**src/rtl/sound_pkg.sv**
```systemverilog
`default_nettype none
// +----------------------------------------------------------------------+
// | Module      : sound_pkg                                              |
// | Description : Shared owner encodings, default tone/duration          |
// |               constants and small helpers for the buzzer arbiter.    |
// | Revision    : 1.0  initial release                                   |
// +----------------------------------------------------------------------+
package sound_pkg;

    // Buzzer owner encodings, ordered so a larger value is a higher priority
    localparam logic [1:0] OWN_BGM   = 2'd0;
    localparam logic [1:0] OWN_FIRE  = 2'd1;
    localparam logic [1:0] OWN_HIT   = 2'd2;
    localparam logic [1:0] OWN_CLEAR = 2'd3;

    // Defaults for a 25 MHz clock
    localparam int c_def_tick_div   = 25000;
    localparam int c_def_fire_half  = 12500;
    localparam int c_def_hit_half   = 6250;
    localparam int c_def_clear_half = 25000;
    localparam int c_def_fire_ms    = 40;
    localparam int c_def_hit_ms     = 80;
    localparam int c_def_clear_ms   = 500;

    function automatic int max3(input int a, input int b, input int c);
        int w_m;
        w_m = a;
        if (b > w_m) w_m = b;
        if (c > w_m) w_m = c;
        return w_m;
    endfunction

    // Highest-priority pending class, OWN_BGM when nothing is pending
    function automatic logic [1:0] top_class(input logic [3:1] pend);
        logic [1:0] w_cls;
        w_cls = OWN_BGM;
        if (pend[1]) w_cls = OWN_FIRE;
        if (pend[2]) w_cls = OWN_HIT;
        if (pend[3]) w_cls = OWN_CLEAR;
        return w_cls;
    endfunction

    // Pending-vector bit belonging to an effect class (none for BGM)
    function automatic logic [3:1] class_onehot(input logic [1:0] cls);
        logic [3:1] w_oh;
        w_oh = 3'b000;
        case (cls)
            OWN_FIRE:  w_oh[1] = 1'b1;
            OWN_HIT:   w_oh[2] = 1'b1;
            OWN_CLEAR: w_oh[3] = 1'b1;
            default:   w_oh = 3'b000;
        endcase
        return w_oh;
    endfunction

endpackage
`default_nettype wire

```
**src/rtl/tone_timer.sv**
```systemverilog
`default_nettype none
// +----------------------------------------------------------------------+
// | Module      : tone_timer                                             |
// | Description : Square-wave half-period toggle plus millisecond        |
// |               duration counter for one sound effect.                 |
// | Revision    : 1.0  initial release                                   |
// +----------------------------------------------------------------------+
module tone_timer #(
    parameter int TICK_DIV = 25000,
    parameter int HALF_W   = 16,
    parameter int MS_W     = 10
) (
    input  logic              clk25,
    input  logic              reset_n,
    input  logic              load,
    input  logic              run,
    input  logic [HALF_W-1:0] half,
    input  logic [MS_W-1:0]   ms,
    output logic              tone,
    output logic              done
);

    localparam int                  c_tick_w    = $clog2(TICK_DIV) + 1;
    localparam logic [c_tick_w-1:0] c_tick_last = c_tick_w'(TICK_DIV - 1);

    logic [HALF_W-1:0]   r_half_cnt;
    logic [HALF_W-1:0]   r_half_rel;
    logic                r_tone;
    logic [c_tick_w-1:0] r_tick;
    logic [MS_W-1:0]     r_ms;
    logic                w_wrap;

    assign w_wrap = (r_tick == c_tick_last);
    // Final tick of the final millisecond; a reload in the same cycle wins
    assign done   = run && !load && w_wrap && (r_ms == MS_W'(1));
    assign tone   = r_tone;

    // Half-period counter: reload and start high on load, flip tone at zero
    always_ff @(posedge clk25 or negedge reset_n) begin
        if (!reset_n) begin
            r_half_cnt <= '0;
            r_half_rel <= '0;
            r_tone     <= 1'b0;
        end else if (load) begin
            r_half_cnt <= half - HALF_W'(1);
            r_half_rel <= half - HALF_W'(1);
            r_tone     <= 1'b1;
        end else if (run) begin
            if (r_half_cnt == '0) begin
                r_half_cnt <= r_half_rel;
                r_tone     <= ~r_tone;
            end else begin
                r_half_cnt <= r_half_cnt - HALF_W'(1);
            end
        end
    end

    // Duration: tick counter wraps every TICK_DIV cycles and consumes one ms
    always_ff @(posedge clk25 or negedge reset_n) begin
        if (!reset_n) begin
            r_tick <= '0;
            r_ms   <= '0;
        end else if (load) begin
            r_tick <= '0;
            r_ms   <= ms;
        end else if (run) begin
            if (w_wrap) begin
                r_tick <= '0;
                r_ms   <= r_ms - MS_W'(1);
            end else begin
                r_tick <= r_tick + c_tick_w'(1);
            end
        end
    end

endmodule
`default_nettype wire

```
**src/rtl/sound_arbiter.sv**
```systemverilog
`default_nettype none
// +----------------------------------------------------------------------+
// | Module      : sound_arbiter                                          |
// | Description : Shares the piezo buzzer between background music and   |
// |               prioritised game-event sound effects.                  |
// | Revision    : 1.0  initial release                                   |
// +----------------------------------------------------------------------+
module sound_arbiter
    import sound_pkg::*;
#(
    parameter int TICK_DIV   = c_def_tick_div,
    parameter int FIRE_HALF  = c_def_fire_half,
    parameter int HIT_HALF   = c_def_hit_half,
    parameter int CLEAR_HALF = c_def_clear_half,
    parameter int FIRE_MS    = c_def_fire_ms,
    parameter int HIT_MS     = c_def_hit_ms,
    parameter int CLEAR_MS   = c_def_clear_ms
) (
    input  logic       clk25,
    input  logic       reset_n,
    input  logic       mute,
    input  logic       bgm_in,
    input  logic       fire_evt,
    input  logic       hit_evt,
    input  logic       clear_evt,
    output logic       buzz,
    output logic [1:0] owner,
    output logic       busy
);

    localparam int   c_half_w  = $clog2(max3(FIRE_HALF, HIT_HALF, CLEAR_HALF)) + 1;
    localparam int   c_ms_w    = $clog2(max3(FIRE_MS, HIT_MS, CLEAR_MS)) + 1;
    localparam logic c_st_idle = 1'b0;
    localparam logic c_st_play = 1'b1;

    logic                r_state;
    logic [1:0]          r_owner;
    logic [3:1]          r_pending;
    logic                r_buzz;

    logic [3:1]          w_evt;
    logic [3:1]          w_own_oh;
    logic [3:1]          w_grant_oh;
    logic [1:0]          w_top;
    logic [1:0]          w_load_cls;
    logic                w_grant;
    logic                w_retrig;
    logic                w_load;
    logic                w_run;
    logic                w_tone;
    logic                w_done;
    logic [c_half_w-1:0] w_half;
    logic [c_ms_w-1:0]   w_ms;

    assign w_evt      = {clear_evt, hit_evt, fire_evt};
    // Bit of the class currently playing; its events retrigger instead of latching
    assign w_own_oh   = (r_state == c_st_play) ? class_onehot(r_owner) : 3'b000;
    assign w_top      = top_class(r_pending);
    // Grant from IDLE, or preempt when something strictly higher is waiting
    assign w_grant    = (w_top != OWN_BGM) && ((r_state == c_st_idle) || (w_top > r_owner));
    assign w_grant_oh = w_grant ? class_onehot(w_top) : 3'b000;
    assign w_retrig   = |(w_evt & w_own_oh);
    assign w_load     = !mute && (w_grant || w_retrig);
    assign w_run      = !mute && (r_state == c_st_play);
    assign w_load_cls = w_grant ? w_top : r_owner;

    // Tone half-period and duration for the class being (re)loaded
    always_comb begin
        w_half = c_half_w'(FIRE_HALF);
        w_ms   = c_ms_w'(FIRE_MS);
        case (w_load_cls)
            OWN_HIT: begin
                w_half = c_half_w'(HIT_HALF);
                w_ms   = c_ms_w'(HIT_MS);
            end
            OWN_CLEAR: begin
                w_half = c_half_w'(CLEAR_HALF);
                w_ms   = c_ms_w'(CLEAR_MS);
            end
            default: begin
                w_half = c_half_w'(FIRE_HALF);
                w_ms   = c_ms_w'(FIRE_MS);
            end
        endcase
    end

    tone_timer #(
        .TICK_DIV (TICK_DIV),
        .HALF_W   (c_half_w),
        .MS_W     (c_ms_w)
    ) u_tone_timer (
        .clk25   (clk25),
        .reset_n (reset_n),
        .load    (w_load),
        .run     (w_run),
        .half    (w_half),
        .ms      (w_ms),
        .tone    (w_tone),
        .done    (w_done)
    );

    // Request latch: new events set bits, a grant clears its bit, mute flushes
    always_ff @(posedge clk25 or negedge reset_n) begin
        if (!reset_n) begin
            r_pending <= 3'b000;
        end else if (mute) begin
            r_pending <= 3'b000;
        end else begin
            r_pending <= (r_pending & ~w_grant_oh) | (w_evt & ~w_own_oh);
        end
    end

    // Arbiter FSM: IDLE passes BGM, PLAY owns the buzzer until done or preempted
    always_ff @(posedge clk25 or negedge reset_n) begin
        if (!reset_n) begin
            r_state <= c_st_idle;
            r_owner <= OWN_BGM;
        end else if (mute) begin
            r_state <= c_st_idle;
            r_owner <= OWN_BGM;
        end else if (w_grant) begin
            r_state <= c_st_play;
            r_owner <= w_top;
        end else if (w_done) begin
            r_state <= c_st_idle;
            r_owner <= OWN_BGM;
        end
    end

    // Registered buzzer drive
    always_ff @(posedge clk25 or negedge reset_n) begin
        if (!reset_n) begin
            r_buzz <= 1'b0;
        end else if (mute) begin
            r_buzz <= 1'b0;
        end else if (r_state == c_st_play) begin
            r_buzz <= w_tone;
        end else begin
            r_buzz <= bgm_in;
        end
    end

    assign buzz  = r_buzz;
    assign owner = r_owner;
    assign busy  = (r_state == c_st_play);

endmodule
`default_nettype wire
```
**config.mk**
```make
export PLATFORM = sky130hd
export DESIGN_NAME = sound_arbiter
export DESIGN_NICKNAME = d
export VERILOG_FILES = /design/src/rtl/sound_pkg.sv /design/src/rtl/tone_timer.sv /design/src/rtl/sound_arbiter.sv
export SDC_FILE = /design/constraint.sdc
export NUM_CORES = 1
export LEC_CHECK = 0
export ABC_CLOCK_PERIOD_IN_PS = 2700
export CAP_MARGIN = 15
export CORE_MARGIN = 2
export CORE_UTILIZATION = 43
export CTS_BUF_LIST = sky130_fd_sc_hd__clkbuf_16
export DETAILED_ROUTE_END_ITERATION = 10
export GPL_TIMING_DRIVEN = 0
export HOLD_SLACK_MARGIN = 0.05
export SYNTH_ARGS = -nofsm -noshare
export SYNTH_HDL_FRONTEND = slang
export SYNTH_SLANG_ARGS = --single-unit
```
**constraint.sdc**
```tcl
create_clock -name clk25 -period 2.7 [get_ports clk25]
set_clock_uncertainty 0.15 [all_clocks]
set_input_delay 0.27 -clock clk25 [delete_from_list [all_inputs] [get_ports clk25]]
set_output_delay 0.27 -clock clk25 [all_outputs]
set_load 0.005 [all_outputs]
```
== Yosys cells after proc, flatten, opt, wreduce, memory -nomap -nowiden ==
Cells that the tools add are included.

* Input bits: 7
* Logic and storage cells: 86
* Bits in registers: 66

* Reductions and logical operators: 19
* Equal/unequal tests: 10
* Bitwise gates (word level): 8
* $add $sub $neg: 4
* Muxes and demuxes: 35
* $lt $le $gt $ge: 1

{| class="wikitable"
|+ Operators by type and width
! operator !! number
|-
| 16-bit two-way mux || 6
|-
| 10-bit two-way mux || 3
|-
| 15-bit case mux with 2 select lines || 1
|-
| 9-bit case mux with 2 select lines || 1
|-
| 16-bit by 1-bit adder with 16-bit output (second input constant) || 1
|-
| 16-bit by 15-bit equality test with 1-bit output (second input constant) || 1
|-
| 16-bit logical NOT || 1
|-
| 15-bit by 1-bit subtractor with 16-bit output (second input constant) || 1
|-
| 16-bit by 1-bit subtractor with 16-bit output (second input constant) || 1
|-
| 1-bit two-way mux || 15
|-
| 2-bit equality test (second input constant) || 6
|-
| 2-bit two-way mux || 6
|-
| 10-bit by 1-bit equality test with 1-bit output (second input constant) || 1
|-
| 10-bit by 1-bit subtractor with 10-bit output (second input constant) || 1
|-
| 3-bit AND || 3
|-
| 3-bit two-way mux || 3
|-
| 2-bit nonzero test || 4
|-
| 1-bit logical AND || 6
|-
| 3-bit NOT || 2
|-
| 2-bit by 1-bit equality test with 1-bit output (second input constant) || 2
|-
| 2-bit AND reduction || 2
|-
| 3-bit OR || 1
|-
| 3-bit nonzero test || 1
|-
| 3-bit OR reduction || 1
|-
| 4 further kinds || 7
|}

== Longest topological paths before layout ==
* Depth after elaboration: 15
* Gate-level depth with buffers: 10
* Depth with buffers taken out: 9

== By module ==
From an unflattened synthesis, not the netlist that was laid out.

* Cells, all modules: 464
* Area, all modules: 4113.9 µm²

{| class="wikitable"
|+ Modules (own cells, without submodules)
! module !! times used !! cells an instance !! seq. area each (µm²) !! area an instance (µm²)
|-
| tone_timer || 1 || 400 || 1476.4 || 3569.7
|-
| sound_arbiter || 1 || 64 || 175.2 || 544.3
|}

== Worst setup path before layout ==
Ideal clock, no wire load.

* Kind: flip-flop to flip-flop
* Start point: reg r_pending[3] (netlist name)
* End point: reg u_tone_timer.r_tick[10]
* Setup slack: 0.041 ns
* Arrival time: 2.378 ns
* Clock period less this slack: 2.659 ns
* Stages on the path, launching flop included: 10
* Path through: dfrtp_1 -> or2_1 -> clkbuf_1 -> ha_1 -> nor2b_1 -> o221ai_1 -> a21o_1 -> o21ai_1 -> clkbuf_1 -> nor2_1

* Cells in the longest elaborated chain, start to end: 7
* Elaborated cells between the ends (all ways): 9

{| class="wikitable"
|+ Ends and longest elaborated chain
! item !! line !! text
|-
| from (decl) || sound_arbiter.sv:38 || <nowiki>logic [3:1] r_pending;</nowiki>
|-
| from (signal assigned) || sound_arbiter.sv:109 || <nowiki>r_pending <= (r_pending & ~w_grant_oh) | (w_evt & ~w_own_oh);</nowiki>
|-
| 2-bit two-way mux (*) || sound_pkg.sv:39 || <nowiki>if (pend[3]) w_cls = OWN_CLEAR;</nowiki>
|-
| 2-bit > comparator || sound_arbiter.sv:60 || <nowiki>assign w_grant = (w_top != OWN_BGM) && ((r_state == c_st_idle) || (w_top > r_owner));</nowiki>
|-
| 1-bit logical OR || sound_arbiter.sv:60 ||
|-
| 1-bit logical AND (*) || sound_arbiter.sv:60 ||
|-
| 1-bit logical OR (*) || sound_arbiter.sv:63 || <nowiki>assign w_load = !mute && (w_grant || w_retrig);</nowiki>
|-
| 1-bit logical AND (*) || sound_arbiter.sv:63 ||
|-
| 16-bit two-way mux or 2-bit nonzero test (tied branches) || -- ||
|-
| to (signal assigned) || tone_timer.sv:71 || <nowiki>r_tick <= r_tick + c_tick_w'(1);</nowiki>
|-
| to (decl) || tone_timer.sv:29 || <nowiki>logic [c_tick_w-1:0] r_tick;</nowiki>
|}

Mark *: on every way between the ends. The rest lies on a longest branch, timed or not.
A chain may end at the register's enable or synchronous reset.

== Final worst setup path ==
* Start point: reg r_pending[3] (netlist name)
* End point: reg u_tone_timer.r_half_cnt[13]

* Cells in the longest elaborated chain, start to end: 9
* Elaborated cells between the ends (all ways): 14

{| class="wikitable"
|+ Ends and longest elaborated chain
! item !! line !! text
|-
| 2-bit two-way mux (*) || sound_pkg.sv:39 ||
|-
| 2-bit > comparator || sound_arbiter.sv:60 ||
|-
| 1-bit logical OR || sound_arbiter.sv:60 ||
|-
| 1-bit logical AND || sound_arbiter.sv:60 ||
|-
| 2-bit two-way mux || sound_arbiter.sv:65 || <nowiki>assign w_load_cls = w_grant ? w_top : r_owner;</nowiki>
|-
| 2-bit equality test || sound_arbiter.sv:71 || <nowiki>case (w_load_cls)</nowiki>
|-
| 15-bit case mux with 2 select lines || sound_arbiter.sv:71 ||
|-
| 15-bit by 1-bit subtractor with 16-bit output || tone_timer.sv:45 || <nowiki>r_half_cnt <= half - HALF_W'(1);</nowiki>
|-
| 16-bit two-way mux || tone_timer.sv:44 || <nowiki>end else if (load) begin</nowiki>
|-
| to (signal assigned) || tone_timer.sv:45 ||
|-
| to (signal assigned) || tone_timer.sv:50 || <nowiki>r_half_cnt <= r_half_rel;</nowiki>
|-
| to (signal assigned) || tone_timer.sv:53 || <nowiki>r_half_cnt <= r_half_cnt - HALF_W'(1);</nowiki>
|-
| to (decl) || tone_timer.sv:26 || <nowiki>logic [HALF_W-1:0] r_half_cnt;</nowiki>
|}

Marks and branches as above.

==> qor.yml <==
setup_total_negative_slack_ps: 0
synth-edff-count: 0
clkTransAtPathRegs_ps: 50
clock_tree.buffer_depth: 2
ys_async_sr_fraction_pct: 100
clockRootBuffer: "sky130_fd_sc_hd__clkbuf_16"
grt_pass1_vias: 2815
drtAntennaViolNets: 0
synth_seq_cells: 61
post-synth-top-count-cell: "sky130_fd_sc_hd__dfrtp_1"
fin_crit_ps: 2580
top_achievable_clock_speed_mhz: 388
wire_length_of_the_first_global_routing_pass_um: 14400
yosys-top-cells-area: "sky130_fd_sc_hd__dfrtp_1 (45%), sky130_fd_sc_hd__nor2_1 (4.5%), sky130_fd_sc_hd__nand2_1 (4.1%)"
firstDrtPassIters: 4
gp_congestion: 0.866
synth_area_leader_cell: "sky130_fd_sc_hd__dfrtp_1"
p_leak_nw: 1.74
antenna_found_initial: 0
overflow: 0
fp.dieW_um: 93.0
rows: 32
vias: 2943
drt_total_wl_um: 8440
pin_count: 11
nets: 425
detailedPlace.worstSlack_ps: -459
routed_wire_length_per_instance_um: 16.3
grt_setup_unrepaired: "no"
worst_slew_pin_slew_ps: 1160
final_cell_area_um2: 4170
syn-instance-count: 375
worstPathArrival_ps: 2620
holdCritPathClass: "input pin to asynchronous set/reset pin"
timing.setup.critical_path_class: "register to register"
synthesis.nets: 389
insertedDiodeCount: 0
drcViolationCount: 0
vias_per_cell: 5.68
ys.warnings.count: 0
cts_inserted_buffers: 9
slew_headroom_pct: 22.3
timing.final.hold_violations: 0
dp.final_hpwl_um: 5730
initial_core_util_pct: 44.3
dpl-instance-area_um2: 3650
fp.dieArea_um2: 8650
insertion_delay_ps: 330
grt_start_max_net_pins: 40
pwr_total_mw: 3.88
final_critical_path_setup_slack_ps: 123
synthTopCellsByCount: "sky130_fd_sc_hd__dfrtp_1 (61), sky130_fd_sc_hd__nor2_1 (41), sky130_fd_sc_hd__nand2_1 (37)"
floorplan.die.height_um: 93.0
synth_seq_area_share_pct: 44.8
timing.final.setup_violations: 0
worst_ep_required_time_ps: 2750
max_cap_violations: 0
status: "completed"
top_layer_used: "met4"
layout.core_utilization_pct: 54.2
synth-main-ff-cell: "sky130_fd_sc_hd__dfrtp_1"
core_region_area_um2: 7690
worstPathMaxFanout: 5
synth.top_cell.area_share_pct: 44.8
grt.total_usage_pct: 21.1
timing.critical_path.from_type: "register"
power_density_nw_per_um2: 929
drive_above_1_share_pct: 17.8
fillerInstances: 710
detail_route.wirelength.met1_um: 4240
number_of_sinks_driven_by_the_clock_tree: 61
final.period_utilization_pct: 95.5
cts_tree: "built"
syn-cell-area_um2: 3400
maxSlewViolCount: 0
first_iter_violations: 184
cts_max_level: 3
max-vdd-ir-drop_mv: 0.473
synthesis.area_per_instance_um2: 9.08
place.port_buffers: 10
routed_length_on_met2_um: 3820
end_kind: "register"
wl_met3_um: 307
areaGrowthSynthToFinish_pct: 22.5
yosys.cell_types.count: 61
[per-stage QoR]
step           hold slack (ps)  instances
2_1_floorplan             -176        375
3_3_place_gp               310        487
3_5_place_dp               133        488
4_1_cts                    320        514
5_1_grt                    363        518
6_report                   315        518
[placed cells by master, fill, tap and decap left out, types with 4 or more instances in the layout]
master                            synthesis  layout
sky130_fd_sc_hd__dfrtp_1                 61      60
sky130_fd_sc_hd__nor2_1                  41      40
sky130_fd_sc_hd__nand2_1                 37      35
sky130_fd_sc_hd__a21oi_1                 25      24
sky130_fd_sc_hd__nand3_1                 17      16
sky130_fd_sc_hd__buf_4                    1      14
sky130_fd_sc_hd__o21ai_1                 14      12
sky130_fd_sc_hd__inv_1                   11      11
sky130_fd_sc_hd__nor3_1                  11      11
sky130_fd_sc_hd__a31oi_1                  9       9
sky130_fd_sc_hd__clkbuf_16                0       9
sky130_fd_sc_hd__clkdlybuf4s50_1          0       9
sky130_fd_sc_hd__nor4_1                   8       8
sky130_fd_sc_hd__xnor2_1                  8       8
sky130_fd_sc_hd__o21ai_0                  7       7
sky130_fd_sc_hd__o211ai_1                 7       7
sky130_fd_sc_hd__or3_1                    7       7
sky130_fd_sc_hd__xor2_1                   7       7
sky130_fd_sc_hd__and2_1                   6       6
sky130_fd_sc_hd__o22ai_1                  6       6
sky130_fd_sc_hd__ha_1                     7       6
sky130_fd_sc_hd__nand2b_1                 5       5
sky130_fd_sc_hd__nand4_1                  5       5
sky130_fd_sc_hd__a21o_1                   5       4
sky130_fd_sc_hd__a311oi_1                 4       4
sky130_fd_sc_hd__clkinv_2                 0       4
[logic make-up after synthesis]
group	Yosys count	share of synthesized area, %
and+or+nand+nor	160	24.2
DFF	61	44.8
adders and majority gates	7	2.57
buffers and inverters	27	3.93
AOI/OAI and AO/OA	100	19.1
muxes	5	1.54
xor gates and xnor gates	15	3.86
[area by class of cell]
class / count / area (µm²) / area share [%]
Clock buffer: 9 / 225 / 5.40
Tap cell: 102 / 128 / 3.06
Sequential cell: 61 / 1530 / 36.6
Clock inverter: 7 / 66.3 / 1.59
Multi-Input combinational cell: 287 / 1860 / 44.6
Buffer: 13 / 87.6 / 2.10
Inverter: 13 / 48.8 / 1.17
Timing Repair Buffer: 26 / 228 / 5.46
[routing by layer]
metal / global-route usage [%] / up-vias
li1: - / 1451
met3: 5.32 / 8
met1: 30.9 / 1442
met2: 31.2 / 42
met4: 5.76 / 0
met5: 0 / -
[path summary, 6_finish.rpt]
path / startpoint / to / slack (ps) / cells past startpoint
setup / recovery: r_pending[3]$_DFF_PN0_ / u_tone_timer.r_half_cnt[13]$_DFFE_PN0P_ / 120 / 10
hold / removal: reset_n / r_pending[2]$_DFF_PN0_ / 320 / 2
setup reg to reg: r_pending[3]$_DFF_PN0_ / u_tone_timer.r_half_cnt[13]$_DFFE_PN0P_ / 120 / 10
hold reg to reg: u_tone_timer.r_half_rel[10]$_DFFE_PN0P_ / u_tone_timer.r_half_rel[10]$_DFFE_PN0P_ / 330 / 1
max in group asynchronous: reset_n / u_tone_timer.r_half_cnt[4]$_DFFE_PN0P_ / 1480 / 3
min in group clk25: u_tone_timer.r_half_rel[10]$_DFFE_PN0P_ / u_tone_timer.r_half_rel[10]$_DFFE_PN0P_ / 330 / 1
[state kept, by name (all words and copies together), names as in the netlist]
name,cells
buzz,1
busy,1
u_tone_timer.r_half_rel,11
u_tone_timer.r_tick,16
owner,2
u_tone_timer.r_ms,10
r_pending,3
u_tone_timer.tone,1
u_tone_timer.r_half_cnt,16
[worst max-delay path: stages, from the launching register on]
cell                       delay [ps]
sky130_fd_sc_hd__dfrtp_2          410
sky130_fd_sc_hd__or2_1            330
sky130_fd_sc_hd__ha_4             310
sky130_fd_sc_hd__nor2b_4          200
sky130_fd_sc_hd__o221ai_2         140
sky130_fd_sc_hd__buf_4            170
sky130_fd_sc_hd__a21oi_4          190
sky130_fd_sc_hd__buf_4            150
sky130_fd_sc_hd__nor2_2            50
sky130_fd_sc_hd__a21oi_2          220
sky130_fd_sc_hd__o22ai_1          110
[timing repair]
action / 4_1_cts / 5_1_grt
gates cloned: 0 / 1
hold buffers: 1 / 0
resized for setup: 14 / 17
endpoints found under the setup margin: 54 / 49
pin swaps: 3 / 7
endpoints found under the hold margin: 22 / 0
buffers inserted: 9 / 4
[power breakdown]
part | total, mW | switching, mW | internal (mW)
combinational | 1.35 | 0.757 | 0.593
clock | 1.12 | 0.411 | 0.708
sequential | 1.41 | 0.261 | 1.15
No activity file was read; power rests on OpenSTA's default activity.
